File: src/rtl/cw305_usb_bus_master.sv
// -----------------------------------------------------------------------------
// cw305_usb_bus_master
//   Drives a byte-wide asynchronous SRAM-style bus (nCS / nRD / nWE) from a
//   valid/ready command interface. Each command runs one bus cycle with
//   programmable setup, strobe and hold lengths, then pulses rsp_valid.
//
// Ports
//   usb_clk, rst        : clock and synchronous active-high reset
//   cmd_valid/cmd_ready : command handshake; cmd_write/cmd_addr/cmd_wdata are
//                         the command fields, sampled only on acceptance
//   rsp_valid           : one-cycle pulse when a bus cycle completes
//   rsp_rdata           : most recently captured read byte
//   busy                : high while a bus cycle is in progress
//   usb_addr/usb_dout   : registered address and write data
//   usb_din             : read data from the bus
//   usb_drive           : data-bus output enable (writes only)
//   usb_cen/rdn/wrn     : active-low chip enable, read and write strobes
// -----------------------------------------------------------------------------
module cw305_usb_bus_master #(
  parameter int pADDR_WIDTH    = 21,
  parameter int pSETUP_CYCLES  = 1,
  parameter int pSTROBE_CYCLES = 2,
  parameter int pHOLD_CYCLES   = 1
) (
  input  logic                   usb_clk,
  input  logic                   rst,
  input  logic                   cmd_valid,
  output logic                   cmd_ready,
  input  logic                   cmd_write,
  input  logic [pADDR_WIDTH-1:0] cmd_addr,
  input  logic [7:0]             cmd_wdata,
  output logic                   rsp_valid,
  output logic [7:0]             rsp_rdata,
  output logic                   busy,
  output logic [pADDR_WIDTH-1:0] usb_addr,
  output logic [7:0]             usb_dout,
  input  logic [7:0]             usb_din,
  output logic                   usb_drive,
  output logic                   usb_rdn,
  output logic                   usb_wrn,
  output logic                   usb_cen
);

  typedef enum logic [1:0] {
    IDLE   = 2'd0,
    SETUP  = 2'd1,
    STROBE = 2'd2,
    HOLD   = 2'd3
  } state_e;

  localparam logic [3:0] S_CNT = 4'(pSETUP_CYCLES);
  localparam logic [3:0] P_CNT = 4'(pSTROBE_CYCLES);
  localparam logic [3:0] H_CNT = 4'(pHOLD_CYCLES);

  state_e                   state_q, state_d;
  logic [3:0]               cnt_q, cnt_d;
  // ready_q keeps cmd_ready low during reset and rises one cycle after it.
  logic                     ready_q, ready_d;
  logic                     wr_q, wr_d;
  logic [pADDR_WIDTH-1:0]   addr_q, addr_d;
  logic [7:0]               wdata_q, wdata_d;
  logic [7:0]               rdata_q, rdata_d;
  logic                     rsp_valid_q, rsp_valid_d;
  logic                     cen_q, cen_d;
  logic                     rdn_q, rdn_d;
  logic                     wrn_q, wrn_d;
  logic                     drive_q, drive_d;
  logic                     last_cycle;

  assign last_cycle = (cnt_q == 4'd1);

  always_comb begin
    // NOTE: every signal gets a default first so no path leaves it unassigned,
    // which would otherwise infer a latch.
    state_d     = state_q;
    cnt_d       = cnt_q;
    ready_d     = 1'b1;
    wr_d        = wr_q;
    addr_d      = addr_q;
    wdata_d     = wdata_q;
    rdata_d     = rdata_q;
    rsp_valid_d = 1'b0;

    unique case (state_q)
      IDLE: begin
        if (cmd_valid && ready_q) begin
          wr_d    = cmd_write;
          addr_d  = cmd_addr;
          wdata_d = cmd_wdata;
          state_d = SETUP;
          cnt_d   = S_CNT;
        end
      end
      SETUP: begin
        if (last_cycle) begin
          state_d = STROBE;
          cnt_d   = P_CNT;
        end else begin
          cnt_d = cnt_q - 4'd1;
        end
      end
      STROBE: begin
        if (last_cycle) begin
          // Sample read data at the end of the final strobe cycle, just
          // before nRD is released.
          if (!wr_q) rdata_d = usb_din;
          state_d = HOLD;
          cnt_d   = H_CNT;
        end else begin
          cnt_d = cnt_q - 4'd1;
        end
      end
      HOLD: begin
        if (last_cycle) begin
          state_d     = IDLE;
          cnt_d       = 4'd0;
          rsp_valid_d = 1'b1;
        end else begin
          cnt_d = cnt_q - 4'd1;
        end
      end
      default: begin
        state_d = IDLE;
        cnt_d   = 4'd0;
      end
    endcase

    // Bus controls are decoded from the next state so they come straight
    // out of flops, aligned with the state they belong to.
    cen_d   = (state_d == IDLE);
    drive_d = (state_d != IDLE) && wr_d;
    rdn_d   = !((state_d == STROBE) && !wr_d);
    wrn_d   = !((state_d == STROBE) && wr_d);
  end

  always_ff @(posedge usb_clk) begin
    // NOTE: sequential state uses non-blocking assignments so every flop
    // samples pre-edge values regardless of statement order.
    if (rst) begin
      state_q     <= IDLE;
      cnt_q       <= 4'd0;
      ready_q     <= 1'b0;
      wr_q        <= 1'b0;
      addr_q      <= '0;
      wdata_q     <= 8'h00;
      rdata_q     <= 8'h00;
      rsp_valid_q <= 1'b0;
      cen_q       <= 1'b1;
      rdn_q       <= 1'b1;
      wrn_q       <= 1'b1;
      drive_q     <= 1'b0;
    end else begin
      state_q     <= state_d;
      cnt_q       <= cnt_d;
      ready_q     <= ready_d;
      wr_q        <= wr_d;
      addr_q      <= addr_d;
      wdata_q     <= wdata_d;
      rdata_q     <= rdata_d;
      rsp_valid_q <= rsp_valid_d;
      cen_q       <= cen_d;
      rdn_q       <= rdn_d;
      wrn_q       <= wrn_d;
      drive_q     <= drive_d;
    end
  end

  assign cmd_ready = (state_q == IDLE) && ready_q;
  assign busy      = (state_q != IDLE);
  assign rsp_valid = rsp_valid_q;
  assign rsp_rdata = rdata_q;
  // The latched command registers double as the bus address/data drivers,
  // so they naturally hold their last values while idle.
  assign usb_addr  = addr_q;
  assign usb_dout  = wdata_q;
  assign usb_drive = drive_q;
  assign usb_rdn   = rdn_q;
  assign usb_wrn   = wrn_q;
  assign usb_cen   = cen_q;

endmodule

File: config.mk
export PLATFORM = sky130hd
export DESIGN_NAME = cw305_usb_bus_master
export DESIGN_NICKNAME = d
export VERILOG_FILES = /design/src/rtl/cw305_usb_bus_master.sv
export SDC_FILE = /design/constraint.sdc
export NUM_CORES = 1
export LEC_CHECK = 0
export CORE_AREA = 2 2 102 55
export CTS_BUF_LIST = sky130_fd_sc_hd__clkbuf_8
export CTS_CLUSTER_SIZE = 40
export DETAILED_ROUTE_END_ITERATION = 16
export DIE_AREA = 0 0 104 57
export PLACE_DENSITY = 0.86
export RECOVER_POWER = 25
export SLEW_MARGIN = 20
export SYNTH_ARGS = -nofsm -noshare
export SYNTH_HDL_FRONTEND = slang
export SYNTH_SLANG_ARGS = --single-unit
File: constraint.sdc
create_clock -name usb_clk -period 1.7 [get_ports usb_clk]
set_input_delay 0.34 -clock usb_clk [delete_from_list [all_inputs] [get_ports usb_clk]]
set_output_delay 0.34 -clock usb_clk [all_outputs]
set_load 0.005 [all_outputs]
# Word-level counts from Yosys, hierarchy flattened
# Index checks and enable logic that the tools add are counted.
[totals] reg_bits=50 input_bits=41 output_inout_bits=44 wordCells=50
[op_classes] addsub=1 n_eq_ne=6 mux=14 bitwise_logic=2 n_reduce_logical=15
[op_table] op="4-bit 2-to-1 mux" count=4
[op_table] op="4-bit one-hot mux with 4 select lines" count=1
[op_table] op="2-bit 2-to-1 mux" count=4
[op_table] op="2-bit one-hot mux with 4 select lines" count=1
[op_table] op="2-bit equality test, second input constant" count=3
[op_table] op="1-bit logical AND" count=5
[op_table] op="4-bit by 1-bit equality test with 1-bit output, second input constant" count=1
[op_table] op="2-bit logical NOT" count=2
[op_table] op="1-bit 2-to-1 mux" count=4
[op_table] op="2-bit nonzero test" count=2
[op_table] op="4-bit by 1-bit subtractor with 4-bit output, second input constant" count=1
[op_table] op="1-bit logical NOT" count=3
[op_table] op="3-bit AND reduction" count=1
[op_table] op="2-bit by 1-bit equality test with 1-bit output, second input constant" count=1
[op_table] op="2-bit inequality test, second input constant" count=1
[op_table] op="1-bit inverter" count=2
[op_table] op="2-bit AND reduction" count=1
[op_table] op="2-bit OR reduction" count=1

# Depth between registers and ports, before layout
# Gate-level depths: netlist of the first run.
[logic_depth] ltp_word=6 ltp_mapped=5 depth_no_buf=5

# Worst setup path before layout of the first run
# OpenSTA, ideal clock, no wires.
[synth_path] path_kind="register to register" from="register cnt_q[0]" to="register rdata_q[0] (netlist: rsp_rdata[0])" setup_time_ns=0.072 arrival_time_ns=1.612 t_required_ns=1.628 setup_slack_ns=0.016 stages_incl_launch_ff=5 n_path_buf=0 synth_period_minus_slack_ns=1.684 cell_sequence="dfxtp_1 ha_1 or3b_4 nor4_4 mux2i_1"
[synth_between] elab_chain_cells=2
[synth_rtl] item="from (decl)" line_no="56" rtl="logic [3:0] cnt_q, cnt_d;"
[synth_rtl] item="from (signal assigned)" line_no="154" rtl="cnt_q <= cnt_d;"
[synth_rtl] item="4-bit by 1-bit equality test with 1-bit output" line_no="70" rtl="assign last_cycle = (cnt_q == 4'd1);"
[synth_rtl] item="3-bit AND reduction (no line)"
[synth_rtl] item="to (signal assigned)" line_no="159" rtl="rdata_q <= rdata_d;"
[synth_rtl] item="to (decl)" line_no="62" rtl="logic [7:0] rdata_q, rdata_d;"
# No other way between the ends.
# A chain may end at the register's enable or synchronous reset.

# Worst setup path in the final report of the first run
[layout_path] from="register cnt_q[1]" to="register cnt_q[0]"
[layout_between] elab_chain_cells=3 elab_cells_between_ends=5 classes_between="eq/ne (1); mux (4)"
[layout_rtl] item="4-bit by 1-bit equality test with 1-bit output (*)" line_no="70"
[layout_rtl] item="4-bit 2-to-1 mux, on equally long branches" line_no="114, 103, 95"
[layout_rtl] item="4-bit one-hot mux with 4 select lines (*)" line_no="84" rtl="unique case (state_q)"
# Mark *: on every way between the ends. The rest lies on a longest branch, timed or not.

==> metrics.yaml, run 1 <==
run_status: "finished, final reports clean"
post_synth_main_area_contributors: "sky130_fd_sc_hd__dfxtp_1, sky130_fd_sc_hd__nand2_1, sky130_fd_sc_hd__a21oi_1, sky130_fd_sc_hd__mux2i_1, sky130_fd_sc_hd__clkbuf_1"
max-slew-margin-rel_pct: 79.4
clockBufferDepth: 2
worstPathRequired_ns: 1.90
number_of_antenna_violations_at_the_first_check_in_global_routing: 0
cts_made_buffers: 5
worstRegToRegCells: 5
worst_ep_arrival_time_ns: 1.83
finalSetupViolations: 0
period_share_pct: 95.7
routed_wire_length_per_instance_um: 12.6
use_met3_pct: 6.86
skew_ns: 0.00452
post_synth.cell_area_avg_um2: 8.54
use_met2_pct: 28.3
detailedPlace.worstSlack_ns: -0.0148
vdd_drop_max_uv: 569
critical_path.startpoint_type: "register"
cts.clk_slew.worst_paths_ns: 0.09
power_density_nw_per_um2: 905
totalWireLength_mm: 4.89
r2r_setup_slack_ns: 0.07
critical_path.cell_chain: "inv_2, ha_1, or3b_4, a21o_2, a2111oi_4"
whs_ns: 0.458
detailedRoute.firstIterationViolations: 63
fp.dieW_um: 104
total_leakage_power_nw: 1.14
worst_skew_pair.late_latency_ns: 0.30
layout_setup_ws_ns: 0.0725
clock_tree.htree_level_count: 2
vias: 1767
synth_area_um2: 1900
detail_route.vias_per_cell: 4.57
hold_end: "usb_addr[1]"
whs_path_depth: 2
final_layout_size_suffix_gt1_share_pct: 9.87
critical_path.n_buffers_inverters: 1
antenna_violating_nets_remaining: 0
fmaxAchievable_ghz: 0.614
path_max_fanout: 4
crit_slowest_cell: "sky130_fd_sc_hd__or3b_4"
cts_root_buffer: "sky130_fd_sc_hd__clkbuf_8"
hpwlAfterDp_mm: 3.55
synth_warnings: 0
tritoncts_num_sinks: 50
postSynthNetCount: 266
endpoint_kind: "register"
min-delay-start: "usb_addr[1]"
hold_violations: 0
number_of_nets_at_the_end_of_the_flow: 356
die_height_um: 57
drv_cap: 0
floorplan.die_area_um2: 5930
grt_max_degree: 31
timing.final.max_slew_violations: 0
antenna-diode-count: 0
global_route.overflow_total: 0
global_route.usage.met1_pct: 20.6
netlist.area_leader.share_pct: 52.6
gp_routability_congestion: 0.766
clock_tree_from_tritoncts: "yes"
regToRegEndpoint: "cnt_q[0]"
ios: 85
synth.lib_cells_used.distinct: 32
initial_utilization_pct: 37.1
worst-setup-path-type: "register to register"
worst_path_dominant_cell_family: "compound AO/OA/AOI/OAI gates"
area_growth_syn_to_layout_pct: 61.7
grt_use_total_pct: 16.8
synthDominantAreaCellType: "sky130_fd_sc_hd__dfxtp_1"
max_stage_delay_ns: 0.41
critical_path_cell_count: 5
core_region_um2: 5130
floorplan.rows: 19
placement.io_buffers: 84
dpl.cell_count: 377
synth_register_bits: 50
cts-hold-fix-buffers: 0
postSynthCellCount: 223
finalCriticalPeriod_ns: 1.63
top_usage_layer: "met2"
tightest_slew_ns: 0.309
first_global_vias: 1801
r2r_start: "cnt_q[1]"
final_cell_count_no_fill: 387
drt-pass1-iter-count: 4
worstSetupStartpoint: "cnt_q[1]"
grt_setup_unrepaired: "no"
synth_sequential_area_ratio_pct: 52.6
worstHoldPathType: "register to register"
grt_pass1_wl_mm: 8.07
remaining_drc_errors: 0
logic make-up (layout without fill, tap and decap cells):
kind of cell / count (synthesis) / in the layout / synth area share, %
xor gates and xnor gates: 1 / 1 / 0.460
AOI/OAI and AO/OA: 44 / 44 / 13.5
adders and majority gates: 2 / 2 / 1.31
muxes: 9 / 9 / 4.73
and+or+nand+nor: 98 / 98 / 23.5
DFF: 50 / 50 / 52.6
buffers and inverters: 19 / 110 / 3.88
cells in the mapped netlist, drive strengths merged:
cell type / n
a22oi: 1
a21o: 1
inv: 5
ha: 2
o21bai: 1
and3: 2
dfxtp: 50
mux2i: 9
a211o: 1
and2: 1
nor2: 5
nor2b: 2
nor4: 1
a21oi: 30
o21ai: 2
o21a: 1
and4: 1
a31oi: 1
a32o: 1
nor3b: 2
and4bb: 2
clkbuf: 12
xnor2: 1
o32ai: 2
or3b: 1
or4: 1
buf: 2
nor3: 1
a2111oi: 1
nand4bb: 1
a21boi: 2
nand2: 78
power breakdown:
| part | switching, W | internal (W) | leakage, nW | total (W) |
|---|---|---|---|---|
| clock | 0.000390 | 0.000628 | 0.0714 | 0.00102 |
| combinational | 0.000207 | 0.000290 | 0.664 | 0.000497 |
| sequential | 0.0000382 | 0.00123 | 0.409 | 0.00127 |
| total | 0.000636 | 0.00215 | 1.14 | 0.00279 |
tightest hold or removal path, delay by kind of cell (launching register included):
kind             cells  cell delay (ns)
AO/OA/AOI/OAI        1             0.05
AND/OR/NAND/NOR      1             0.05
flip-flops           1             0.32
repair_timing:
action / 4_1_cts / 5_1_grt
setup buffers: 1 / 1
gates cloned: 0 / 0
resized for setup: 4 / 6
setup endpoints to repair: 2 / 8
cell type report:
| class | instances | area [µm²] |
|---|---|---|
| clock inverters | 2 | 60.1 |
| clock buffers | 6 | 82.6 |
| multi-input cells | 154 | 848 |
| flip-flops and latches | 50 | 1000 |
| inverters | 5 | 18.8 |
| repair buffers | 97 | 973 |
| well taps | 73 | 91.3 |
| fillers | 460 | 2060 |
layout by cell type (no fill, tap or decap), drive strengths merged, types with 2 or more instances in the layout:
cell and count:
clkdlybuf4s50 80, nand2 78, dfxtp 50, a21oi 30
buf 13, mux2i 9, clkbuf 6, nor2 5
inv 5, and4bb 2, o32ai 2, a21boi 2
nor3b 2, and3 2, nor2b 2, o21ai 2
ha 2, bufinv 2, dlygate4sd3 2, dlygate4sd2 2
worst max-delay path by stage:
stage	to	slack, ns
6_report	cnt_q[0]	0.07
5_1_grt	rsp_rdata[7]	0.007
4_1_cts	cnt_q[0]	0.005
3_5_place_dp	cnt_q[0]	-0.01
3_3_place_gp	usb_rdn	0.08
2_1_floorplan	rsp_rdata[0]	0.02
routing by layer:
layer | routed length (µm) | part of all wire [%]
met1 | 2440 | 50
met2 | 2050 | 42
met3 | 362 | 7.4
met4 | 39 | 0.80
met5 | 0 | 0
sequential cells by signal, summed over array words and instances, names as in the netlist, 2 cells and up:
name and count:
rsp_rdata 8, usb_addr 21, cnt_q 4, state_q 2
usb_dout 8
per-stage QoR:
step | area [µm²] | setup TNS, ns | power, W | util (%)
finish | 3080 | 0 | 0.00279 | 60.0
global route | 3080 | 0 | 0.00290 | 60.0
CTS | 3050 | 0 | 0.00279 | 59.4
detailed placement | 2900 | -0.0148 | 0.00177 | 56.5
global placement | 2900 | 0 | 0.00176 | 56.5
floorplan | 1900 | 0 | 0.00150 | -
(Power assumes the default switching activity.)
==> inputs of run 2 (changes only) <==
Settings changed: ABC_AREA from default to 1, CORE_AREA 2 2 102 55 to 2 2 107 57, DIE_AREA 0 0 104 57 to 0 0 109 59, PLACE_DENSITY 0.86 to 0.8, RECOVER_POWER 25 to 50.
==> run 2 against run 1 <==
  * Critical path depth is 2 lower
  * Clock skew is 0.0015 ns higher
  * Setup slack worse by 0.010 ns
  * Clock power is 19% lower
  * Die area is 8.5% higher
  * Critical endpoint is now busy
  * Fmax is 0.63% lower
  * Highest routed layer unchanged
  * Core utilization is 6.0 points lower
  * Register-to-register slack better by 0.08 ns
  * Sequential power hardly changed
  * Final cell count is 3.6% higher
==> metrics.yaml, run 2 <==
worst_ep_arrival_time_ns: 1.30  # -0.53 ns
first_global_vias: 1760  # -2.3%
worst_skew_pair.late_latency_ns: 0.30  # about the same
path_max_fanout: 6  # +2
clockBufferDepth: 2  # unchanged
multiplexer_fraction_of_the_synthesized_cell_area_pct: 0  # -4.7 points
skew_ns: 0.00601  # +0.00150 ns
synthArstFlopShare_pct: 0  # unchanged
largest_register_ffs: 21  # unchanged
timing.final.max_slew_violations: 0  # unchanged
tritoncts_num_sinks: 50  # unchanged
fillCellCount: 504  # +9.6%
remaining_drc_errors: 0  # unchanged
totalWireLength_mm: 4.86  # -0.68%
core_region_um2: 5400  # +5.1%
post-synth-top-count-cell: "sky130_fd_sc_hd__nor2_1"
final_common_cell: "sky130_fd_sc_hd__nor2_1"
postSynthCellCount: 240  # +7.6%
synth-adder-area-share_pct: 1.34  # +0.027 points
yosys-top-cells-count: "sky130_fd_sc_hd__nor2_1, sky130_fd_sc_hd__dfxtp_1, sky130_fd_sc_hd__o21ai_0"
dominantRegCellSynth: "sky130_fd_sc_hd__dfxtp_1"
total_leakage_power_nw: 1.16  # +1.8%
final_cell_mix: "sky130_fd_sc_hd__nor2_1, sky130_fd_sc_hd__clkdlybuf4s50_1, sky130_fd_sc_hd__dfxtp_1, sky130_fd_sc_hd__o21ai_0, sky130_fd_sc_hd__nand2_1"
synth-edff-count: 0  # unchanged
cts_made_buffers: 5  # unchanged
area_growth_syn_to_layout_pct: 56.2
floorplan.die_area_um2: 6430  # +8.5%
number_of_nets_at_the_end_of_the_flow: 370  # +3.9%
detail_route.vias_per_cell: 4.51  # -1.3%
tightest_slew_ns: 0.450  # +0.142 ns
final_layout_size_suffix_gt1_share_pct: 7.32  # -2.6 points
initial_utilization_pct: 34.6  # -2.5 points
worstPathRequired_ns: 1.36  # -0.54 ns
hpwlAfterDp_mm: 3.69  # +4.1%
gp_routability_congestion: 0.799  # +4.3%
grt_max_degree: 23  # -26%
fp.dieW_um: 109  # +4.8%
hold_violations: 0  # unchanged
cts.clk_slew.worst_paths_ns: 0.09  # about the same
run_status: "finished, final reports clean"
cts-hold-fix-buffers: 0  # unchanged
finalCriticalPeriod_ns: 1.64  # +0.0103 ns
synthSimpleGateAreaFrac_pct: 25.8  # +2.2 points
clock_tree_from_tritoncts: "yes"
synth_register_bits: 50  # unchanged
layout_setup_ws_ns: 0.0622  # -0.0103 ns
routed_wire_length_per_instance_um: 12.1  # -4.1%
antenna-diode-count: 0  # unchanged
worstHoldPathType: "register to register"
period_share_pct: 96.3  # +0.61 points
worst-setup-path-type: "register to output pin"
number_of_antenna_violations_at_the_first_check_in_global_routing: 0  # unchanged
floorplan.rows: 19  # unchanged
fmaxAchievable_ghz: 0.611  # -0.63%
drv_cap: 0  # unchanged
detailedPlace.worstSlack_ns: 0.0383  # +0.0531 ns
postSynthNetCount: 283  # +6.4%
setup_tns_ns: 0  # unchanged
post_synth.cell_area_avg_um2: 7.77  # -9.0%
clock_tree.htree_level_count: 2  # unchanged
synth-xor-area-share_pct: 0.469  # +0.0096 points
synthDominantAreaCellType: "sky130_fd_sc_hd__dfxtp_1"
netlist.area_leader.share_pct: 53.7  # +1.1 points
synth_sequential_area_ratio_pct: 53.7  # +1.1 points
synth.lib_cells_used.distinct: 24  # -25%
placement.io_buffers: 84  # unchanged
critical_path.startpoint_type: "register"
synth_compound_area_share_pct: 12.9  # -0.66 points
post_synth_main_area_contributors: "sky130_fd_sc_hd__dfxtp_1, sky130_fd_sc_hd__nor2_1, sky130_fd_sc_hd__o21ai_0, sky130_fd_sc_hd__nand2_1, sky130_fd_sc_hd__inv_1"
power_density_nw_per_um2: 907  # +0.26%
vdd_drop_max_uv: 533  # -6.3%
vias: 1808  # +2.3%
global_route.overflow_total: 0  # unchanged
cts_root_buffer: "sky130_fd_sc_hd__clkbuf_8"
max-slew-margin-rel_pct: 69.9  # -9.5 points
synth_area_um2: 1870  # -2.0%
grt_pass1_wl_mm: 7.85  # -2.7%
endpoint_kind: "output pin"
antenna_violating_nets_remaining: 0  # unchanged
grt_use_total_pct: 15.8  # -1.0 points
finalSetupViolations: 0  # unchanged
drt-pass1-iter-count: 4  # unchanged
ios: 85  # unchanged
main_combinational_cell_family_by_area_after_synthesis: "simple AND/OR/NAND/NOR gates"
synth_warnings: 0  # unchanged
detailedRoute.firstIterationViolations: 87  # +38%
grt_setup_unrepaired: "no"
die_height_um: 59  # +3.5%
whs_ns: 0.491  # +0.0334 ns
[run 2: changes by cell type in the layout (fill, tap and decap cells not counted), sizes merged, moves of 8 or more]
| cell | previous run | this run |
|---|---|---|
| nand2 | 78 | 21 |
| o21ai | 2 | 40 |
| buf | 13 | 5 |
| nor2 | 5 | 85 |
| a21oi | 30 | 4 |
| inv | 5 | 15 |
| mux2i | 9 | 0 |
[run 2: power breakdown]
group / switching, W / total (W) / leakage, nW / internal, W
Sequential: 0.0000521 / 0.00130 / 0.411 / 0.00125
Clock: 0.000392 / 0.000830 / 0.0504 / 0.000438
Combinational: 0.000221 / 0.000510 / 0.703 / 0.000289
[run 2: final timing paths]
path | start | end | slack, ns | depth (start not counted)
worst max-delay path | state_q[0] | busy | 0.06 | 3
worst min-delay path | usb_dout[2] | usb_dout[2] | 0.49 | 2
worst max register to register | state_q[0] | usb_addr[20] | 0.15 | 7
worst min register to register | usb_dout[2] | usb_dout[2] | 0.49 | 2
[run 2: area by class of cell]
type	instances	area, µm²	area share [%]
sequential	50	1010	34.5
timing repair buffer	90	895	30.7
multi-input combinational	165	752	25.8
tap	73	91.3	3.13
clock buffer	5	68.8	2.36
inverter	15	56.3	1.93
clock inverter	3	45.0	1.55
[run 2: critical path, cell delays in order (launching register included)]
cell and delay (ns):
sky130_fd_sc_hd__dfxtp_4 0.39, sky130_fd_sc_hd__nor2_4 0.05, sky130_fd_sc_hd__inv_1 0.07, sky130_fd_sc_hd__clkdlybuf4s50_1 0.49
[run 2: cell families (layout without fill, tap and decap cells)]
group / after synthesis / count (layout)
buf+inv: 25 / 113
flops: 50 / 50
simple gates: 115 / 115
compound gates: 47 / 47
fa+ha+maj: 2 / 2
xor+xnor: 1 / 1
[run 2: stage by stage]
step	power [W]	cell area [µm²]	utilization, %	cells
floorplan	0.00156	1870	-	240
global placement	0.00183	2800	51.8	392
detailed placement	0.00184	2800	51.8	392
CTS	0.00267	2920	54.1	401
global route	0.00279	2910	54.0	401
finish	0.00264	2910	54.0	401
[run 2: routing by layer]
layer	GRT usage (%)	wire (µm)	vias to the layer above
met1	18.3	2030	837
met2	28.5	2560	34
li1	-	-	929
met3	3.52	182	8
met4	6.96	80	0
met5	0	0	-
[run 2: what timing repair did]
item,CTS,global route
hold endpoints to repair,0,0
buffers inserted,1,0
pin swaps,1,0
setup endpoints to repair,2,1
gates resized for setup,3,1
